==> config.mk <==
export PLATFORM = sky130hd
export DESIGN_NAME = video_timing_gen
export DESIGN_NICKNAME = d
export VERILOG_FILES = /design/src/rtl/video_timing_pkg.sv /design/src/rtl/video_timing_axis.sv /design/src/rtl/video_timing_gen.sv
export SDC_FILE = /design/constraint.sdc
export NUM_CORES = 1
export LEC_CHECK = 0
export ABC_AREA = 1
export BUFFER_PORTS_ARGS = -buffer_cell sky130_fd_sc_hd__buf_2
export CAP_MARGIN = 40
export CELL_PAD_IN_SITES_DETAIL_PLACEMENT = 2
export CELL_PAD_IN_SITES_GLOBAL_PLACEMENT = 2
export CORE_MARGIN = 2
export CORE_UTILIZATION = 26
export CTS_CLUSTER_DIAMETER = 60
export DETAILED_ROUTE_END_ITERATION = 10
export PLACE_DENSITY_LB_ADDON = 0.2
export SYNTH_ARGS = -nofsm -noshare
export SYNTH_HDL_FRONTEND = slang
export SYNTH_SLANG_ARGS = --single-unit
==> constraint.sdc <==
create_clock -name i_clk -period 1.7 [get_ports i_clk]
set_input_delay 0.17 -clock i_clk [delete_from_list [all_inputs] [get_ports i_clk]]
set_output_delay 0.17 -clock i_clk [all_outputs]
set_load 0.01 [all_outputs]
==> src/rtl/video_timing_pkg.sv <==
// Shared raster-timing types, standard mode constants and elaboration helpers.
package video_timing_pkg;

  typedef struct packed {
    int unsigned h_active, h_fp, h_sync, h_bp;
    int unsigned v_active, v_fp, v_sync, v_bp;
  } vt_mode_t;

  localparam vt_mode_t VGA_640x480  = '{640, 16, 96, 48, 480, 10, 2, 33};
  localparam vt_mode_t SVGA_800x600 = '{800, 40, 128, 88, 600, 1, 4, 23};
  localparam vt_mode_t HD_1280x720  = '{1280, 110, 40, 220, 720, 5, 5, 20};

  function automatic int unsigned vt_total(input int unsigned active, input int unsigned fp,
                                           input int unsigned sync, input int unsigned bp);
    return active + fp + sync + bp;
  endfunction

  function automatic int unsigned vt_clog2(input int unsigned n);
    int unsigned r = 0;
    if (n > 1)
      for (int unsigned v = n - 1; v > 0; v >>= 1) r++;
    return r;
  endfunction

endpackage

==> src/rtl/video_timing_axis.sv <==
// One raster axis: enabled counter wrapping at TOTAL-1, exposing its next state and a wrap flag.
module video_timing_axis
  import video_timing_pkg::*;
#(
  parameter int unsigned TOTAL = 800,
  parameter int unsigned CW    = 10
) (
  input  logic          i_clk,
  input  logic          i_rst_n,
  input  logic          i_en,
  output logic [CW-1:0] o_cnt,
  output logic [CW-1:0] o_cnt_nxt,
  output logic          o_wrap_nxt,
  output logic          o_wrap
);

  localparam logic [CW-1:0] LAST = CW'(TOTAL - 1);

  always_comb begin
    o_wrap_nxt = i_en && (o_cnt == LAST);
    o_cnt_nxt  = o_cnt;
    if (i_en) o_cnt_nxt = o_wrap_nxt ? '0 : o_cnt + 1'b1;
  end

  // Reset parks on the last position so the first enable wraps into 0.
  always_ff @(posedge i_clk) begin
    if (!i_rst_n) begin
      o_cnt  <= LAST;
      o_wrap <= 1'b0;
    end else begin
      o_cnt  <= o_cnt_nxt;
      o_wrap <= o_wrap_nxt;
    end
  end

endmodule

==> src/rtl/video_timing_gen.sv <==
// Parametrised raster timing generator. Optional o_frame_cnt with VIDEO_TIMING_FRAME_CNT_EN.
module video_timing_gen
  import video_timing_pkg::*;
#(
  parameter int unsigned H_ACTIVE = 640,
  parameter int unsigned H_FP     = 16,
  parameter int unsigned H_SYNC   = 96,
  parameter int unsigned H_BP     = 48,
  parameter int unsigned V_ACTIVE = 480,
  parameter int unsigned V_FP     = 10,
  parameter int unsigned V_SYNC   = 2,
  parameter int unsigned V_BP     = 33,
  parameter bit          HS_POL   = 1'b0,
  parameter bit          VS_POL   = 1'b0,
  parameter int unsigned CW       = 10
) (
  input  logic          i_clk,
  input  logic          i_rst_n,
  input  logic          i_pix_stb,
  output logic          o_hs,
  output logic          o_vs,
  output logic          o_de,
  output logic [CW-1:0] o_x,
  output logic [CW-1:0] o_y,
  output logic          o_line_start,
  output logic          o_frame_start,
  output logic          o_active_end
`ifdef VIDEO_TIMING_FRAME_CNT_EN
  ,output logic [15:0]  o_frame_cnt
`endif
);

  localparam int unsigned H_TOTAL = vt_total(H_ACTIVE, H_FP, H_SYNC, H_BP);
  localparam int unsigned V_TOTAL = vt_total(V_ACTIVE, V_FP, V_SYNC, V_BP);
  localparam int unsigned HS_BEG  = H_ACTIVE + H_FP;
  localparam int unsigned HS_END  = HS_BEG + H_SYNC;
  localparam int unsigned VS_BEG  = V_ACTIVE + V_FP;
  localparam int unsigned VS_END  = VS_BEG + V_SYNC;
  localparam logic [CW-1:0] AE_X  = CW'(H_ACTIVE - 1);
  localparam logic [CW-1:0] AE_Y  = CW'(V_ACTIVE - 1);

  if (vt_clog2((H_TOTAL > V_TOTAL) ? H_TOTAL : V_TOTAL) > CW) begin : g_cw_check
    $fatal(1, "video_timing_gen: CW=%0d cannot hold the raster totals", CW);
  end

  logic [CW-1:0] x_nxt, y_nxt;
  logic          h_wrap_nxt, v_wrap_nxt, h_wrap, v_wrap;
  logic          de_nxt, hs_on, vs_on, ae_nxt;

  video_timing_axis #(.TOTAL(H_TOTAL), .CW(CW)) u_h (
    .i_clk, .i_rst_n, .i_en(i_pix_stb),
    .o_cnt(o_x), .o_cnt_nxt(x_nxt), .o_wrap_nxt(h_wrap_nxt), .o_wrap(h_wrap)
  );

  video_timing_axis #(.TOTAL(V_TOTAL), .CW(CW)) u_v (
    .i_clk, .i_rst_n, .i_en(h_wrap_nxt),
    .o_cnt(o_y), .o_cnt_nxt(y_nxt), .o_wrap_nxt(v_wrap_nxt), .o_wrap(v_wrap)
  );

  // The axis wrap flags are exactly the entry pulses for x==0 and (0,0).
  assign o_line_start  = h_wrap;
  assign o_frame_start = v_wrap;

  always_comb begin
    de_nxt = (32'(x_nxt) < H_ACTIVE) && (32'(y_nxt) < V_ACTIVE);
    hs_on  = (32'(x_nxt) >= HS_BEG) && (32'(x_nxt) < HS_END);
    vs_on  = (32'(y_nxt) >= VS_BEG) && (32'(y_nxt) < VS_END);
    ae_nxt = i_pix_stb && (x_nxt == AE_X) && (y_nxt == AE_Y);
  end

  // Decoding the next state keeps every level output aligned with o_x/o_y.
  always_ff @(posedge i_clk) begin
    if (!i_rst_n) begin
      o_de         <= 1'b0;
      o_hs         <= ~HS_POL;
      o_vs         <= ~VS_POL;
      o_active_end <= 1'b0;
    end else begin
      o_de         <= de_nxt;
      o_hs         <= hs_on ? HS_POL : ~HS_POL;
      o_vs         <= vs_on ? VS_POL : ~VS_POL;
      o_active_end <= ae_nxt;
    end
  end

`ifdef VIDEO_TIMING_FRAME_CNT_EN
  always_ff @(posedge i_clk) begin
    if (!i_rst_n)                     o_frame_cnt <= '0;
    else if (h_wrap_nxt && v_wrap_nxt) o_frame_cnt <= o_frame_cnt + 16'd1;
  end
`endif

endmodule

# After elaboration in Yosys (flattened, before gate mapping)

Index checks and enable logic that the tools add are counted.

Register bits after elaboration: 26
Bits in latches: 0
Memory bits (writable): 0
Bits in read-only memories: 0
Input port bits: 3
Output and inout bits: 26
Memories kept: 0

Add/sub/neg operators: 2
$mul: 0
Divide/modulo/power cells: 0
Order comparisons: 6
Equal/unequal tests: 4
Shift operators: 0
Multiplexer cells: 6
Bitwise operators: 0
Reduce and logical (&&, ||, !) cells: 7

Operators with widths:

| cell                                                  | number |
|---|---|
| 2-to-1 mux 10 bit                                     | 4 |
| equality test 10 bit (second input constant)          | 3 |
| adder 10 x 1 -> 10 bit (second input constant)        | 2 |
| < comparator 10 bit (second input constant)           | 2 |
| < comparator 10 x 9 -> 1 bit (second input constant)  | 2 |
| equality test 10 x 9 -> 1 bit (second input constant) | 1 |
| >= comparator 10 bit (second input constant)          | 1 |
| >= comparator 10 x 9 -> 1 bit (second input constant) | 1 |
| logical AND 1 bit                                     | 7 |
| 2-to-1 mux 1 bit                                      | 2 |

# Depth between registers and ports, before layout

Gate-level depths: netlist of run 1.

Depth in word-level cells: 8
Depth in mapped cells: 14
Gate-level depth less buffers: 13

# By module

From an unflattened synthesis of run 1, not the netlist that was laid out.

Cells, all modules: 234
Area total of the unflattened synthesis: 1505.2 um2

By module, submodules not included:

| module                   | times used | cells each | area each (um2) |
|---|---|---|---|
| video_timing_axis at u_v | 1          | 101        | 661.9 |
| video_timing_axis at u_h | 1          | 96         | 615.6 |
| video_timing_gen         | 1          | 37         | 227.7 |

# Worst setup path after synthesis of run 1

Ideal clock, no wire load.

Path kind: register to register
From: register u_h.o_cnt[1]
To: register o_de
Library setup time: 0.109 ns
Arrival time: 1.629 ns
Data required time: 1.591 ns
Setup slack: -0.038 ns
Stages on the path, launching flop included: 13
Buffers on the path: 1
Period minus slack after synthesis: 1.738 ns
Cells stage by stage: dfxtp_1 > ha_1 > nand2_2 > nor2_4 > nand2_2 > nor2_2 > buf_6 > nand2_4 > xor2_2 > nor2_4 > nand3_1 > nand2_1 > inv_1

Word-level cells in the longest chain between the ends: 7
Elaborated cells on any way between the ends: 11
Classes of those cells: add/sub: 1; order compare: 2; eq/ne: 1; mux: 4; reduce/logical: 3

Ends and longest elaborated chain:

| item                                                           | line                    | source |
|---|---|---|
| start, declared                                                | video_timing_axis.sv:11 | `output logic [CW-1:0] o_cnt,` |
| start signal, assigned                                         | video_timing_axis.sv:31 | `o_cnt <= o_cnt_nxt;` |
| branches (longest 6 deep; another with adder 10 x 1 -> 10 bit) | --                      |  |
| logical AND 1 bit (*)                                          | video_timing_gen.sv:65  | `de_nxt = (32'(x_nxt) < H_ACTIVE) && (32'(y_nxt) < V_ACTIVE);` |
| end signal, assigned                                           | video_timing_gen.sv:79  | `o_de <= de_nxt;` |
| end, declared                                                  | video_timing_gen.sv:22  | `output logic o_de,` |

Mark *: on every way between the ends.
A chain may end at the register's enable or synchronous reset.

# Worst setup path after layout of run 1

Ends and elaborated chain as after synthesis.

==> flow_summary_export.csv, run 1 <==
group,metric,value,unit
power_and_ir_drop,vdd.ir_drop.worst,325,µV
floorplanning,core_area,5890,µm²
timing,rsz0062_at_grt,"true",
global_routing,pin_count_of_the_biggest_net_entering_global_routing,16,
route,ant_nets,0,
clocking,cts_buffer_depth,2,
critical_path,start_kind,"flip-flop",
critical_path,reg2reg_from,"u_h.o_cnt[1]$_SDFF_PN1_",
placed_design,place_congestion,0.839,
power_and_ir_drop,register_share_of_total_power,33.3,%
timing,timing.final.crit_period,1840,ps
power_and_ir_drop,total_power_density_per_cell_area,883,nW/µm²
floorplanning,floorplan.rows,28,
timing,final.setup_skew,7.53,ps
placed_design,port-buffer-count,28,
route,route.met2.wl,3370,µm
clocking,clock_sink_count,26,
global_routing,grt_overflow_total,0,
floorplanning,chipHeight,82.0,µm
power_and_ir_drop,cellLeakagePower,0.00120,µW
finish,n_fill_cell,718,
route,route.detailed.drc,0,
global_routing,grt_pass1_wl,9290,µm
synthesis,ys_top_cells_by_area,"dfxtp_1 (33%), nand2_1 (18%), nor2_1 (9.0%)",
route,post_drt_wl_per_cell,16.1,µm
outcome,status,"complete, but fails checks",
critical_path,worst_r2r_path_cells,13,
finish,finalNetCount,328,
global_routing,number_of_antenna_violations_at_the_first_check_in_global_routing,0,
critical_path,critPathArrivalTime,2080,ps
critical_path,rrSetupSlack,-140,ps
clocking,cts_tree,"yes",
synthesis,yosysWarnings,0,
finish,multiInputGateArea,1070,µm²
critical_path,critPathRequiredTime,1940,ps
finish,mostFrequentLayoutCells,"nand2_1 (69), buf_4 (36), inv_1 (32)",
floorplanning,die_w,82.0,µm
outcome,failing_checks,"setup timing",
finish,final_common_cell,"nand2_1",
power_and_ir_drop,power.share.switching,36.2,%
global_routing,global_route.usage.total,18.3,%
critical_path,setup.worst_path.end_class,"flip-flop",
critical_path,worstReg2RegEnd,"o_de$_SDFF_PN0_",
worst_hold_path,hold_path.class,"input port to flip-flop",
placed_design,dp_hpwl,4710,µm
timing,slew-limit-headroom,70.6,%
route,drtPass1Iterations,4,
timing,final-setup-viol-count,5,
clocking,number_of_h_tree_branching_levels,1,
worst_hold_path,hold-path-endpoint,"u_v.o_cnt[3]$_SDFF_PN1_",
synthesis,yosysUniqueCellTypes,25,
floorplanning,initial_utilization,26.8,%
clocking,clock_latency,280,ps
timing,slew_violations,0,
critical_path,crit_fanout,5,
floorplanning,count_of_boundary_i_o_pins,29,
clocking,worst_setup_hold_path_clk_slew,100,ps
route,wl_met1,2820,µm
global_routing,vias_in_the_first_global_route,1886,
route,wl,6360,µm
power_and_ir_drop,combPwrFrac,41.4,%
synthesis,synth.top_cell.area_share,32.9,%
timing,hold_viol_final,0,
synthesis,postSynthCellCount,250,
worst_hold_path,hold_path.startpoint,"i_rst_n",
route,drt-vias-per-instance,4.67,
finish,share_of_final_layout_standard_cells_stronger_than_drive_strength_1,40.2,%
route,drt_iter0_drc,30,
timing,min_period_over_period,108,%
finish,synthToLayoutAreaGrowth,51.4,%
route,routed-wl-met3,117,µm
timing,finalHoldWorstSlack,202,ps
route,dr.max_layer_used,"met4",
clocking,cts-root-buf,"clkbuf_8",
synthesis,syn_area,1580,µm²
synthesis,yosysTopAreaCell,"dfxtp_1",
worst_hold_path,worst_hold_path.num_cells,2,
timing,worst_pin_slew,440,ps
timing,fmax,544,MHz
power_and_ir_drop,cell_internal_power,1350,µW
floorplanning,die_area,6720,µm²
synthesis,syn_nets,256,
power_and_ir_drop,p_clk_share,25.3,%
synthesis,synth_sequential_area_ratio,32.9,%
finish,antenna_cells_inserted,0,
power_and_ir_drop,power_switching,764,µW
placed_design,pre_cts_ws,-113,ps
route,num_vias,1850,
clocking,cts_inserted_buffers,3,
critical_path,timing.setup.critical_path_class,"flip-flop to flip-flop",
synthesis,synth-seq-cells,26,
flow_run,timing.max_cap.violations,0,
finish,area_taken_by_flip_flops_and_latches,524,µm²
synthesis,post_synthesis_mean_instance_area,6.32,µm²
timing,post-route-worst-setup-slack,-139,ps
==> cells in the mapped netlist, drive strengths merged <==
master and n:
nand2 84, nor2 43, inv 34, nand3 27, dfxtp 26, nand4 6
o21ai 5, a21oi 4, nor3 4, buf 3, ha 3, o21bai 3
xor2 3, clkbuf 2, and2 1, nor4 1, xnor2 1
==> layout make-up <==
class	count	share of cell area (%)
tap	75	3.92
clock inverter	1	1.26
timing repair buffer	72	20.9
multi-input combinational	185	44.9
sequential	26	21.9
inverter	34	5.33
clock buffer	3	1.73
==> state kept, by name, summed over array words and instances, names as in the netlist <==
| register | count |
|---|---|
| o_active_end | 1 |
| o_de | 1 |
| o_vs | 1 |
| u_v.o_cnt | 10 |
| u_h.o_wrap | 1 |
| u_h.o_cnt | 10 |
| u_v.o_wrap | 1 |
| o_hs | 1 |
==> per-layer routing <==
layer	GRT usage (%)	vias up
li1	-	921
met1	23.1	903
met2	33.7	22
met3	1.65	4
met4	4.00	0
met5	0	-
==> repair_timing <==
item	in CTS	in global routing
hold buffers	0	0
endpoints found under the setup margin	4	6
pin swaps	2	21
gates resized for setup	10	41
buffers inserted	1	7
==> power by group through the flow <==
| stage | sequential (µW) | combinational (µW) | clock [µW] |
|---|---|---|---|
| 2_1_floorplan | 741 | 346 | 0 |
| 3_3_place_gp | 711 | 692 | 0 |
| 3_5_place_dp | 714 | 713 | 0 |
| 4_1_cts | 701 | 739 | 542 |
| 5_1_grt | 710 | 968 | 566 |
| 6_report | 703 | 874 | 535 |
==> worst max path at each step <==
stage                       startpoint                 endpoint  slack, ps  cells after the start
2_1_floorplan  u_h.o_cnt[0]$_SDFF_PN1_          o_de$_SDFF_PN0_         40                     12
3_3_place_gp   u_h.o_cnt[0]$_SDFF_PN1_          o_vs$_SDFF_PN1_       -120                     11
3_5_place_dp   u_h.o_cnt[0]$_SDFF_PN1_          o_vs$_SDFF_PN1_       -110                     11
4_1_cts        u_h.o_cnt[0]$_SDFF_PN1_          o_de$_SDFF_PN0_         -7                     12
5_1_grt        u_h.o_cnt[1]$_SDFF_PN1_  o_active_end$_SDFF_PN0_       -290                     13
6_report       u_h.o_cnt[1]$_SDFF_PN1_          o_de$_SDFF_PN0_       -140                     13
==> metrics by stage <==
stage,power [µW],util (%),TNS [ps],cell area [µm²],std cells
floorplan,1090,-,0,1590,250
global placement,1400,34.9,-210,2050,384
detailed placement,1430,34.9,-248,2050,384
CTS,1980,36.9,-7.55,2170,389
global route,2240,40.6,-1270,2390,396
finish,2110,40.6,-396,2390,396
==> cells by family after synthesis <==
kind of cell	share of synthesized area, %
AOI/OAI and AO/OA	4.28
adders and majority gates	2.38
xor gates and xnor gates	2.69
buffers and inverters	10.3
and+or+nand+nor	47.4
DFF	32.9
==> critical path, cell delays in order, from the launching register on <==
cell	delay, ps
dfxtp_2	360
ha_4	150
nand2_4	50
nor2_4	130
nand2_2	80
nor2_4	220
buf_6	150
nand4_1	160
buf_4	210
nand2_2	80
nor2_4	40
nand3_2	60
nand2_2	50
inv_1	40
No activity file was read; power rests on OpenSTA's default activity.
==> inputs of run 2 (changes only) <==
--- a/config.mk
+++ b/config.mk
@@ -6,6 +6,7 @@
 export NUM_CORES = 1
 export LEC_CHECK = 0
 export ABC_AREA = 1
+export ABC_CLOCK_PERIOD_IN_PS = 1700
 export BUFFER_PORTS_ARGS = -buffer_cell sky130_fd_sc_hd__buf_2
 export CAP_MARGIN = 40
 export CELL_PAD_IN_SITES_DETAIL_PLACEMENT = 2
@@ -15,6 +16,8 @@
 export CTS_CLUSTER_DIAMETER = 60
 export DETAILED_ROUTE_END_ITERATION = 10
 export PLACE_DENSITY_LB_ADDON = 0.2
+export RECOVER_POWER = 25
+export SKIP_CTS_REPAIR_TIMING = 1
 export SYNTH_ARGS = -nofsm -noshare
 export SYNTH_HDL_FRONTEND = slang
 export SYNTH_SLANG_ARGS = --single-unit
==> flow_summary_export.csv, run 2 (synthesis gave the netlist of run 1 again) <==
group,metric,value,unit
timing,post-route-worst-setup-slack,-92.8,ps
clocking,cts_buffer_depth,2,
placed_design,place_congestion,0.839,
route,drt_iter0_drc,34,
finish,mostFrequentLayoutCells,"nand2_1 (68), buf_4 (36), inv_1 (32)",
finish,finalNetCount,328,
clocking,number_of_h_tree_branching_levels,1,
route,route.detailed.drc,0,
timing,hold_viol_final,0,
route,wl,6490,µm
clocking,cts_tree,"yes",
finish,share_of_final_layout_standard_cells_stronger_than_drive_strength_1,38.0,%
placed_design,port-buffer-count,28,
floorplanning,die_w,82.0,µm
timing,fmax,558,MHz
route,ant_nets,0,
critical_path,worst_r2r_path_cells,11,
timing,worst_pin_slew,501,ps
power_and_ir_drop,report.power.total,2110,µW
finish,layout_top_registers,"u_h.o_cnt x10, u_v.o_cnt x10",
timing,slew_violations,0,
worst_hold_path,hold_path.class,"input port to flip-flop",
floorplanning,count_of_boundary_i_o_pins,29,
clocking,clock_latency,280,ps
global_routing,global_route.usage.total,18.0,%
outcome,status,"complete, but fails checks",
power_and_ir_drop,vdd.ir_drop.worst,334,µV
placed_design,post_dp_cell_area,2050,µm²
power_and_ir_drop,total_power_density_per_cell_area,888,nW/µm²
critical_path,critPathArrivalTime,2020,ps
floorplanning,core_area,5890,µm²
power_and_ir_drop,power.share.switching,36.1,%
global_routing,pin_count_of_the_biggest_net_entering_global_routing,16,
power_and_ir_drop,cell_internal_power,1350,µW
worst_hold_path,worst_hold_path.num_cells,2,
clocking,cts-root-buf,"clkbuf_8",
power_and_ir_drop,p_clk_share,25.0,%
timing,timing.final.crit_period,1790,ps
finish,finalNonFillerCells,396,
route,post_drt_wl_per_cell,16.4,µm
critical_path,setup.worst_path.end_class,"flip-flop",
global_routing,grt_overflow_total,0,
clocking,cts_inserted_buffers,3,
global_routing,number_of_antenna_violations_at_the_first_check_in_global_routing,0,
timing,slew-limit-headroom,66.6,%
timing,rsz0062_at_grt,"true",
floorplanning,chipHeight,82.0,µm
floorplanning,initial_utilization,26.8,%
timing,final.setup_skew,2.37,ps
finish,final_util,40.5,%
timing,min_period_over_period,105,%
power_and_ir_drop,cellLeakagePower,0.00118,µW
flow_run,timing.max_cap.violations,0,
power_and_ir_drop,combPwrFrac,41.7,%
outcome,failing_checks,"setup timing",
route,num_vias,1869,
finish,synthToLayoutAreaGrowth,50.7,%
timing,final-setup-viol-count,4,
route,drt-vias-per-instance,4.72,
floorplanning,die_area,6720,µm²
critical_path,timing.setup.critical_path_class,"flip-flop to flip-flop",
critical_path,critPathRequiredTime,1920,ps
route,drtPass1Iterations,3,
critical_path,start_kind,"flip-flop",
global_routing,grt_pass1_wl,9070,µm
clocking,clock_sink_count,26,
finish,layout.cell_area.non_filler,2380,µm²
power_and_ir_drop,power_switching,763,µW
finish,final_common_cell,"nand2_1",
finish,antenna_cells_inserted,0,
placed_design,dp_hpwl,4710,µm
clocking,worst_setup_hold_path_clk_slew,100,ps
critical_path,crit_fanout,4,
placed_design,place_inst,384,
global_routing,vias_in_the_first_global_route,1863,
floorplanning,floorplan.rows,28,
power_and_ir_drop,register_share_of_total_power,33.3,%
## run 2: cell count changes in the layout (fill, tap and decap cells not counted), sizes merged
cell,before,now
buf,72,65
clkbuf,3,10
## run 2: critical path, cell delays in order, from the launching register on
cell	delay (ps)
dfxtp_2	370
ha_4	150
nand2_4	50
nor2_4	120
buf_4	140
nand3_4	100
nor2_1	180
xor2_1	210
nand2_1	110
nor2_1	140
nand2_1	90
nor2_2	90
## run 2: path summary, 6_finish.rpt
kind                            slack [ps]                 endpoint                    start
worst max-delay path                   -90  o_active_end$_SDFF_PN0_  u_h.o_cnt[1]$_SDFF_PN1_
worst min-delay path                   200  u_v.o_cnt[3]$_SDFF_PN1_                  i_rst_n
worst max register to register         -90  o_active_end$_SDFF_PN0_  u_h.o_cnt[1]$_SDFF_PN1_
worst min register to register         570  u_v.o_cnt[0]$_SDFF_PN0_  u_v.o_cnt[0]$_SDFF_PN0_
## run 2: power by group through the flow
stage | Clock (µW) | Combinational, µW | Sequential [µW]
6_report | 528 | 882 | 705
3_5_place_dp | 0 | 713 | 714
2_1_floorplan | 0 | 346 | 741
4_1_cts | 542 | 716 | 701
5_1_grt | 572 | 978 | 712
3_3_place_gp | 0 | 692 | 711
## run 2: cell type report
class / count / area [µm²]
clock buffers: 3 / 41.3
clock inverters: 1 / 30.0
fillers: 726 / 3500
inverters: 34 / 128
multi-input cells: 185 / 1070
flip-flops and latches: 26 / 524
well taps: 75 / 93.8
repair buffers: 72 / 492
## run 2: per-layer routing
metal	routed length, µm	track usage [%]	up-vias
met4	119	4.00	0
met3	110	1.65	10
met1	2880	22.5	910
li1	-	-	923
met5	0	0	-
met2	3380	33.2	26
## run 2: stage by stage
stage	TNS (ps)	hold WS [ps]	worst slack (ps)
after floorplan	0	322	37.8
after global placement	-210	475	-118
after detailed placement	-248	478	-113
after CTS	-379	187	-182
after global routing	-1170	195	-217
final	-283	198	-92.8
